### src/rtl/hdmi_pkg.sv
// Shared HDMI/TMDS definitions: period mode encoding, period states and video preamble constants.
package hdmi_pkg;

  typedef enum logic [1:0] {
    MODE_CONTROL     = 2'd0,
    MODE_VIDEO_GUARD = 2'd1,
    MODE_VIDEO       = 2'd2,
    MODE_DATA_ISLAND = 2'd3
  } tmds_mode_t;

  typedef enum logic [1:0] {
    PERIOD_CONTROL,
    PERIOD_PREAMBLE,
    PERIOD_GUARD,
    PERIOD_VIDEO
  } video_period_t;

  localparam int         PREAMBLE_LEN       = 8;
  localparam int         GUARD_LEN          = 2;
  localparam logic [3:0] CTL_VIDEO_PREAMBLE = 4'b0001;
  localparam logic [3:0] CTL_IDLE           = 4'b0000;

endpackage

### src/rtl/timing_axis_counter.sv
// One video timing axis: wrapping position counter with sync-polarity and active-region decode.
module timing_axis_counter #(
  parameter int BIT_WIDTH = 10,
  parameter int ACTIVE    = 640,
  parameter int FRONT     = 16,
  parameter int SYNC      = 96,
  parameter int BACK      = 48,
  parameter bit SYNC_POL  = 1'b1,
  parameter int RESET_POS = 0
) (
  input  logic                 clk,
  input  logic                 rst_n,
  input  logic                 adv,
  output logic [BIT_WIDTH-1:0] pos,
  output logic [BIT_WIDTH-1:0] pos_nxt,
  output logic                 sync,
  output logic                 active_nxt
);

  localparam int TOTAL      = ACTIVE + FRONT + SYNC + BACK;
  localparam int SYNC_START = ACTIVE + FRONT;
  localparam int SYNC_END   = SYNC_START + SYNC;
  localparam logic [BIT_WIDTH-1:0] LAST_POS = BIT_WIDTH'(TOTAL - 1);
  localparam logic [BIT_WIDTH-1:0] RST_POS  = BIT_WIDTH'(RESET_POS);

  logic last;
  logic sync_nxt;

  assign last = (pos == LAST_POS);

  always_comb begin
    pos_nxt = pos;
    if (adv) pos_nxt = last ? '0 : pos + 1'b1;
  end

  // Decode the upcoming position so the registered sync lines up with the registered counter.
  assign sync_nxt   = ((int'(pos_nxt) >= SYNC_START) && (int'(pos_nxt) < SYNC_END)) ? SYNC_POL : ~SYNC_POL;
  assign active_nxt = (int'(pos_nxt) < ACTIVE);

  always_ff @(posedge clk or negedge rst_n) begin
    if (!rst_n) begin
      pos  <= RST_POS;
      sync <= ~SYNC_POL;
    end else begin
      pos  <= pos_nxt;
      sync <= sync_nxt;
    end
  end

endmodule

### src/rtl/hdmi_video_timing.sv
// Parametrised HDMI video timing: coordinates, syncs, DE and per-cycle TMDS period mode.
// Define HDMI_VIDEO_PREAMBLE_EN for video preamble + leading guard band; undefined gives DVI-only periods.
module hdmi_video_timing
  import hdmi_pkg::*;
#(
  parameter int BIT_WIDTH = 10,
  parameter int H_ACTIVE  = 640,
  parameter int H_FRONT   = 16,
  parameter int H_SYNC    = 96,
  parameter int H_BACK    = 48,
  parameter int V_ACTIVE  = 480,
  parameter int V_FRONT   = 10,
  parameter int V_SYNC    = 2,
  parameter int V_BACK    = 33,
  parameter bit HSYNC_POL = 1'b1,
  parameter bit VSYNC_POL = 1'b1
) (
  input  logic                 CLK_PIXEL,
  input  logic                 RESET_N,
  output logic [BIT_WIDTH-1:0] cx,
  output logic [BIT_WIDTH-1:0] cy,
  output logic                 hsync,
  output logic                 vsync,
  output logic                 de,
  output logic [1:0]           mode,
  output logic [5:0]           ctrl,
  output logic                 line_start,
  output logic                 frame_start
);

  localparam int H_TOTAL = H_ACTIVE + H_FRONT + H_SYNC + H_BACK;
  localparam int V_TOTAL = V_ACTIVE + V_FRONT + V_SYNC + V_BACK;
  localparam logic [BIT_WIDTH-1:0] H_LAST = BIT_WIDTH'(H_TOTAL - 1);

  if (H_TOTAL - H_ACTIVE < 12) begin : g_bad_hblank
    $error("hdmi_video_timing: horizontal blanking too short for preamble and guard band");
  end
  if ((H_TOTAL > (1 << BIT_WIDTH)) || (V_TOTAL > (1 << BIT_WIDTH))) begin : g_bad_width
    $error("hdmi_video_timing: BIT_WIDTH too small for H_TOTAL/V_TOTAL");
  end

  logic [BIT_WIDTH-1:0] cx_nxt, cy_nxt;
  logic                 h_act_nxt, v_act_nxt, h_wrap, de_nxt;
  video_period_t        period_q, period_d;
  logic [3:0]           ctl_bits;

  assign h_wrap = (cx == H_LAST);

  timing_axis_counter #(
    .BIT_WIDTH(BIT_WIDTH), .ACTIVE(H_ACTIVE), .FRONT(H_FRONT), .SYNC(H_SYNC), .BACK(H_BACK),
    .SYNC_POL(HSYNC_POL), .RESET_POS(0)
  ) u_h_axis (
    .clk(CLK_PIXEL), .rst_n(RESET_N), .adv(1'b1),
    .pos(cx), .pos_nxt(cx_nxt), .sync(hsync), .active_nxt(h_act_nxt)
  );

  // Vertical axis steps only on the horizontal wrap, so vsync changes exactly at cx==0.
  timing_axis_counter #(
    .BIT_WIDTH(BIT_WIDTH), .ACTIVE(V_ACTIVE), .FRONT(V_FRONT), .SYNC(V_SYNC), .BACK(V_BACK),
    .SYNC_POL(VSYNC_POL), .RESET_POS(V_ACTIVE)
  ) u_v_axis (
    .clk(CLK_PIXEL), .rst_n(RESET_N), .adv(h_wrap),
    .pos(cy), .pos_nxt(cy_nxt), .sync(vsync), .active_nxt(v_act_nxt)
  );

  assign de_nxt = h_act_nxt & v_act_nxt;

`ifdef HDMI_VIDEO_PREAMBLE_EN
  localparam logic [BIT_WIDTH-1:0] V_LAST = BIT_WIDTH'(V_TOTAL - 1);
  localparam int GUARD_START    = H_TOTAL - GUARD_LEN;
  localparam int PREAMBLE_START = GUARD_START - PREAMBLE_LEN;

  logic pre_active_nxt;
  // A line is pre-active when its successor carries video; its tail gets preamble then guard.
  assign pre_active_nxt = (int'(cy_nxt) <= V_ACTIVE - 2) || (cy_nxt == V_LAST);
`endif

  always_ff @(posedge CLK_PIXEL or negedge RESET_N) begin
    if (!RESET_N) begin
      period_q    <= PERIOD_CONTROL;
      de          <= 1'b0;
      line_start  <= 1'b0;
      frame_start <= 1'b0;
    end else begin
      period_q    <= period_d;
      de          <= de_nxt;
      line_start  <= (cx_nxt == '0);
      frame_start <= (cx_nxt == '0) && (cy_nxt == '0);
    end
  end

  always_comb begin
    period_d = PERIOD_CONTROL;
    if (de_nxt) begin
      period_d = PERIOD_VIDEO;
    end
`ifdef HDMI_VIDEO_PREAMBLE_EN
    else if (pre_active_nxt && (int'(cx_nxt) >= GUARD_START)) begin
      period_d = PERIOD_GUARD;
    end else if (pre_active_nxt && (int'(cx_nxt) >= PREAMBLE_START)) begin
      period_d = PERIOD_PREAMBLE;
    end
`endif
  end

  always_comb begin
    mode     = MODE_CONTROL;
    ctl_bits = CTL_IDLE;
    case (period_q)
      PERIOD_VIDEO:    mode     = MODE_VIDEO;
      PERIOD_GUARD:    mode     = MODE_VIDEO_GUARD;
      PERIOD_PREAMBLE: ctl_bits = CTL_VIDEO_PREAMBLE;
      default:         mode     = MODE_CONTROL;
    endcase
  end

  assign ctrl = {ctl_bits, vsync, hsync};

endmodule

### config.mk
export PLATFORM = sky130hd
export DESIGN_NAME = hdmi_video_timing
export DESIGN_NICKNAME = d
export VERILOG_FILES = /design/src/rtl/hdmi_pkg.sv /design/src/rtl/timing_axis_counter.sv /design/src/rtl/hdmi_video_timing.sv
export SDC_FILE = /design/constraint.sdc
export NUM_CORES = 1
export LEC_CHECK = 0
export ABC_AREA = 1
export BUFFER_PORTS_ARGS = -buffer_cell sky130_fd_sc_hd__buf_4
export CAP_MARGIN = 20
export CORE_ASPECT_RATIO = 1.25
export CORE_MARGIN = 2
export CORE_UTILIZATION = 37
export CTS_CLUSTER_DIAMETER = 100
export DETAILED_ROUTE_END_ITERATION = 8
export MAX_ROUTING_LAYER = met4
export PLACE_DENSITY = 0.65
export SKIP_LAST_GASP = 1
export SLEW_MARGIN = 20
export SYNTH_ARGS = -nofsm -noshare
export SYNTH_HDL_FRONTEND = slang
export SYNTH_SLANG_ARGS = --single-unit
### constraint.sdc
create_clock -name CLK_PIXEL -period 3.65 [get_ports CLK_PIXEL]
set_input_delay 0 -clock CLK_PIXEL [delete_from_list [all_inputs] [get_ports CLK_PIXEL]]
set_output_delay 0 -clock CLK_PIXEL [all_outputs]
set_load 0.005 [all_outputs]
## After elaboration in Yosys (flattened, before gate mapping)

Index checks and enable logic that the tools add are counted.

- Register bits: 27
- Input bits: 2
- ROM bits: 0
- Bits in writable memories: 0
- Latch bits: 0
- Memories kept: 0

- Equal/unequal tests: 5
- Muxes and demuxes: 8
- $lt $le $gt $ge: 6
- $mul: 0
- Add/subtract/negate cells: 2
- Bitwise operators: 1
- Reduce and logical (&&, ||, !) cells: 5
- Shifts and indexed selects: 0
- Divide/modulo/power cells: 0

Operator list:

| operator | number |
|---|---|
| 10-bit 2-to-1 mux | 3 |
| 10-bit by 1-bit adder with 10-bit output, second input constant | 2 |
| 10-bit equality test, second input constant | 2 |
| 10-bit logical NOT | 2 |
| 10-bit less-than comparator, second input constant | 2 |
| 10-bit by 9-bit less-than comparator with 1-bit output, second input constant | 2 |
| 10-bit greater-or-equal comparator, second input constant | 1 |
| 10-bit by 9-bit greater-or-equal comparator with 1-bit output, second input constant | 1 |
| 2-bit equality test, second input constant | 2 |
| 2-bit one-hot mux with 2 select lines | 1 |
| 1-bit logical AND | 3 |
| 1-bit 2-to-1 mux | 3 |
| 2-bit by 1-bit equality test with 1-bit output, second input constant | 1 |
| 2-bit 2-to-1 mux | 1 |
| 1-bit AND | 1 |

## Longest topological paths before layout

- Depth in word-level cells: 6
- Mapped depth: 13
- Mapped depth without buffers: 13

## Hierarchy

A second synthesis with hierarchy kept.

- Cells, all modules: 221
- Area, all modules: 1605.3 sq um

Modules (own cells, without submodules):

| module | area each (sq um) | cells each | instances |
|---|---|---|---|
| timing_axis_counter (u_v_axis) | 676.9 | 91 | 1 |
| timing_axis_counter (u_h_axis) | 665.6 | 89 | 1 |
| hdmi_video_timing | 262.8 | 41 | 1 |

## Least setup slack after synthesis

Ideal clock, no wire load.

- Kind: reg-to-reg
- Start point: register u_h_axis.pos[0]
- End point: register period_q[0]
- Stages on the path, launching flop included: 12
- Data required time: 3534 ps
- Data arrival time: 1505 ps
- Clock period less this slack: 1620 ps
- Setup time: 116 ps
- Setup slack: 2030 ps
- Cells stage by stage: dfrtp_1 -> ha_1 -> nand2_2 -> inv_2 -> nand2_2 -> nor2_1 -> nand3_1 -> o21ai_0 -> nor2_2 -> nand2_1 -> nand3_1 -> nor2_1

- Longest elaborated chain between the ends: 5
- Elaborated cells between the ends (all ways): 8
- Those cells by class: add/sub: 1; order compare: 2; eq/ne: 1; mux: 3; bitwise: 1

RTL lines:

| what | line | source |
|---|---|---|
| start, declared | timing_axis_counter.sv:14 | `output logic [BIT_WIDTH-1:0] pos,` |
| start signal, assigned | timing_axis_counter.sv:45 | `pos <= pos_nxt;` |
| 10-bit by 1-bit adder with 10-bit output / 10-bit equality test (equally long branches) | timing_axis_counter.sv:33, timing_axis_counter.sv:29 |  |
| 10-bit 2-to-1 mux (*) | timing_axis_counter.sv:33 | `if (adv) pos_nxt = last ? '0 : pos + 1'b1;` |
| via cx_nxt[9] | hdmi_video_timing.sv:42 | `logic [BIT_WIDTH-1:0] cx_nxt, cy_nxt;` |
| 10-bit less-than comparator (*) | timing_axis_counter.sv:38 | `assign active_nxt = (int'(pos_nxt) < ACTIVE);` |
| 1-bit AND (*) | hdmi_video_timing.sv:66 | `assign de_nxt = h_act_nxt & v_act_nxt;` |
| via de_nxt | hdmi_video_timing.sv:43 | `logic h_act_nxt, v_act_nxt, h_wrap, de_nxt;` |
| 2-bit 2-to-1 mux (*) | hdmi_video_timing.sv:94 | `if (de_nxt) begin` |
| end signal, assigned | hdmi_video_timing.sv:85 | `period_q <= period_d;` |
| end, declared | hdmi_video_timing.sv:44 | `video_period_t period_q, period_d;` |

The timed path passes the listed nets; every way through them passes the cells marked *.

## Final worst setup path

- Start point: register u_h_axis.pos[0]
- End point: register frame_start

- Longest elaborated chain between the ends: 4
- Elaborated cells between the ends (all ways): 7
- Those cells by class: add/sub: 1; eq/ne: 1; mux: 2; reduce/logical: 3

RTL lines:

| what | line | source |
|---|---|---|
| 10-bit by 1-bit adder with 10-bit output / 10-bit equality test (equally long branches) | timing_axis_counter.sv:33, timing_axis_counter.sv:29, hdmi_video_timing.sv:47 |  |
| 10-bit 2-to-1 mux | timing_axis_counter.sv:33 |  |
| 10-bit logical NOT | hdmi_video_timing.sv:88 | `frame_start <= (cx_nxt == '0) && (cy_nxt == '0);` |
| 1-bit logical AND (*) | hdmi_video_timing.sv:88 |  |
| end signal, assigned | hdmi_video_timing.sv:88 |  |
| end, declared | hdmi_video_timing.sv:28 | `output logic frame_start` |

Every way passes the cells marked *; elsewhere a longest branch is shown, timed or not.

==> results.md <==
* Num CTS Buffers at 3
* Share of layout cells above drive strength 1 at 20.8%
* Hpwl dp at 2910 um
* Vias per cell at 4.64
* Hold WC Path Type: in2async
* Num ports at 35
* Clock Power Share at 37.6%
* Worst Setup SP: u_h_axis.pos[0]
* Cell-internal power at 0.356 mW
* R2R depth at 11
* Drt pass-1 iters at 4
* Die X-Extent at 63.5 um
* Area occupied by multi-input gates at 790 um2
* Largest net degree at the start of global routing at 26
* PostCTS Resize Cnt at 0
* Final Wtd Congestion at 0.907
* First-pass GRT wire length at 6430 um
* FILL cells at 468
* Reg power frac at 60.7%
* Gate Count Post-Synth at 234
* Tcrit/Tclk final at 50.2%
* Maxcap violations at 0
* Starting Density at 37.9%
* CP delay by family, top: simple AND/OR/NAND/NOR gates
* Setup violators final at 0
* Gr ovfl total at 0
* Comb power frac at 1.7%
* Setup TNS at 0 ns
* Async SR Flop Fraction at 100%
* #FFs+latches synth at 25
* Crit path max fanout at 5
* Core Area at 0.00432 mm2
* H-tree Lvls at 1
* Seq/Total Area, Yosys at 38.5%
* Ys Warns at 0
* Cell Chain, Critical Path: ha_1, nand2_2, inv_2, nand2_2, nor2_4, nand2_1, nand3_1, nand2_1, nor2_1, nand3_1, nor2_1
* Minimum clock period at 1.83 ns
* Synthesized cell area at 0.00164 mm2
* Switching Fraction at 22.0%
* Nets at 270
* Critical path depth at 11
* Unrepaired setup endpoints after global routing: false
* Sw Pwr at 0.101 mW
* Routed via count at 1495
* R2R Setup Slk at 1.82 ns
* Clock Skews at 0.00347 ns
* Clock Root Buffer: clkbuf_8
* Critical-path top delay cell: dfrtp_1
* Slew Viols, Final at 0
* R2r startpoint: u_h_axis.pos[0]
* Area Overhead vs Synth at 18.6%
* FMAX at 546 MHz
* Crit Path Class: reg2reg
* Total GRT Usage at 16.6%
* Rows at 27
* Worst EP required at 3.86 ns
* Total die area at 0.00498 mm2
* Mapped Avg Cell Area at 7.00 um2
* Drt drc at 0
* RR Endpoint: frame_start
* CTS tree: done
* Diode count at 0
* Fin util at 44.9%
* Final hold violation count at 0
* Crit. End Element: flop
* Initial drt markers at 64
* Most common cell after layout, fill and taps aside: nand2_1
* Number of global-route vias before repair at 1404
* Startpoint type of the worst setup path: flop
* Worst hold margin at 0.150 ns
* Initial antenna violation count at 0
* Worst-Skew Late Latency at 0.27 ns
* CP max stage delay at 0.41 ns
* Worst setup path end: frame_start
* Data arrival, critical path at 2.04 ns
* Chip Height at 78.4 um
* Avg WL per Cell at 11.4 um
* Synth cell types at 25
* Worst-case clock buffer depth at 2
* Post-synth EDFFs at 0
* Status: finished clean
* Worst Path Buf+Inv at 1
* Ys flop type: dfrtp_1
* Worst vdd ir at 0.000156 V
* Clock Pin Slew Worst Setup and Hold Paths at 0.09 ns
* Final wirelength at 3670 um
* Register area at 631 um2
* Pleak at 1.09 nW
* Clk sinks at 25
* Power Density at 235 mW/mm2
* Commonest non-fill, non-tap cells in the layout: nand2_1 (68), inv_1 (45), buf_4 (29)
* IO Port Bufs at 29
* Final ANT Viol Nets at 0
==> cell usage after synthesis (3+ instances only) <==
cell type  instances  share of area (%)
nor2_4             5                3.4
dfstp_2            4                6.4
dfrtp_1           21                 32
nand2_2            3                1.1
inv_1             45                 10
buf_4              8                3.7
nand2_1           68                 16
o21ai_0            4                1.2
nor2_1            24                5.5
ha_1               3                2.3
nand3_1           28                8.6
nand4_1            5                1.9
==> through the flow <==
stage	std cells	area (um2)	worst slack [ns]	power [mW]
6_report	322	1940	1.82	0.456
5_1_grt	322	1940	1.58	0.476
4_1_cts	322	1940	1.79	0.463
3_5_place_dp	317	1880	1.82	0.290
3_3_place_gp	317	1880	1.82	0.290
2_1_floorplan	238	1650	2.03	0.287
==> layer usage <==
layer | routed length [um] | up-vias | share of wire, % | GRT usage [%]
met5 | 0 | - | 0 | -
met4 | 124 | 0 | 3.4 | 8.04
met3 | 144 | 11 | 3.9 | 1.86
met2 | 1770 | 44 | 48 | 26.5
met1 | 1630 | 680 | 45 | 21.1
li1 | - | 760 | - | -
==> area by class of cell <==
class	instances	share of cell area, %
inverter	46	8.89
timing repair buffer	30	11.7
multi-input combinational	159	40.7
sequential	25	32.5
tap	58	3.74
clock inverter	1	0.387
clock buffer	3	2.13
==> flip-flops by register name (all words and copies together), names as in the netlist <==
name	cells
frame_start	1
line_start	1
period_q	1
u_h_axis.pos	10
u_h_axis.sync	1
u_v_axis.pos	10
u_v_axis.sync	1
==> logic make-up after synthesis <==
family          count (synthesis)  share of synthesized area (%)
compound gates                  8                           2.83
xor+xnor                        1                          0.993
fa+ha+maj                       3                           2.29
buf+inv                        54                           14.2
flops                          25                           38.5
other cells                     1                          0.229
simple gates                  142                           40.9
==> how the worst min path moves through the flow <==
| stage | startpoint | endpoint | slack, ns | cells past startpoint |
|---|---|---|---|---|
| after floorplan | RESET_N | frame_start | -0.30 | 0 |
| after global placement | RESET_N | u_h_axis.sync | -0.07 | 1 |
| after detailed placement | RESET_N | u_h_axis.sync | -0.08 | 1 |
| after CTS | RESET_N | u_h_axis.sync | 0.16 | 2 |
| after global routing | RESET_N | line_start | 0.18 | 2 |
| final | RESET_N | u_h_axis.pos[7] | 0.15 | 2 |
==> power groups by stage <==
stage | registers (mW) | logic (mW) | clock network [mW]
detailed placement | 0.282 | 0.00759 | 0
global route | 0.277 | 0.00992 | 0.189
floorplan | 0.282 | 0.00500 | 0
finish | 0.277 | 0.00791 | 0.172
CTS | 0.277 | 0.00842 | 0.177
global placement | 0.282 | 0.00769 | 0
==> repair_timing <==
item                      CTS  global route
hold endpoints to repair   25             0
hold buffers                1             0
buffers inserted            0             0
No activity file was read; power rests on OpenSTA's default activity.
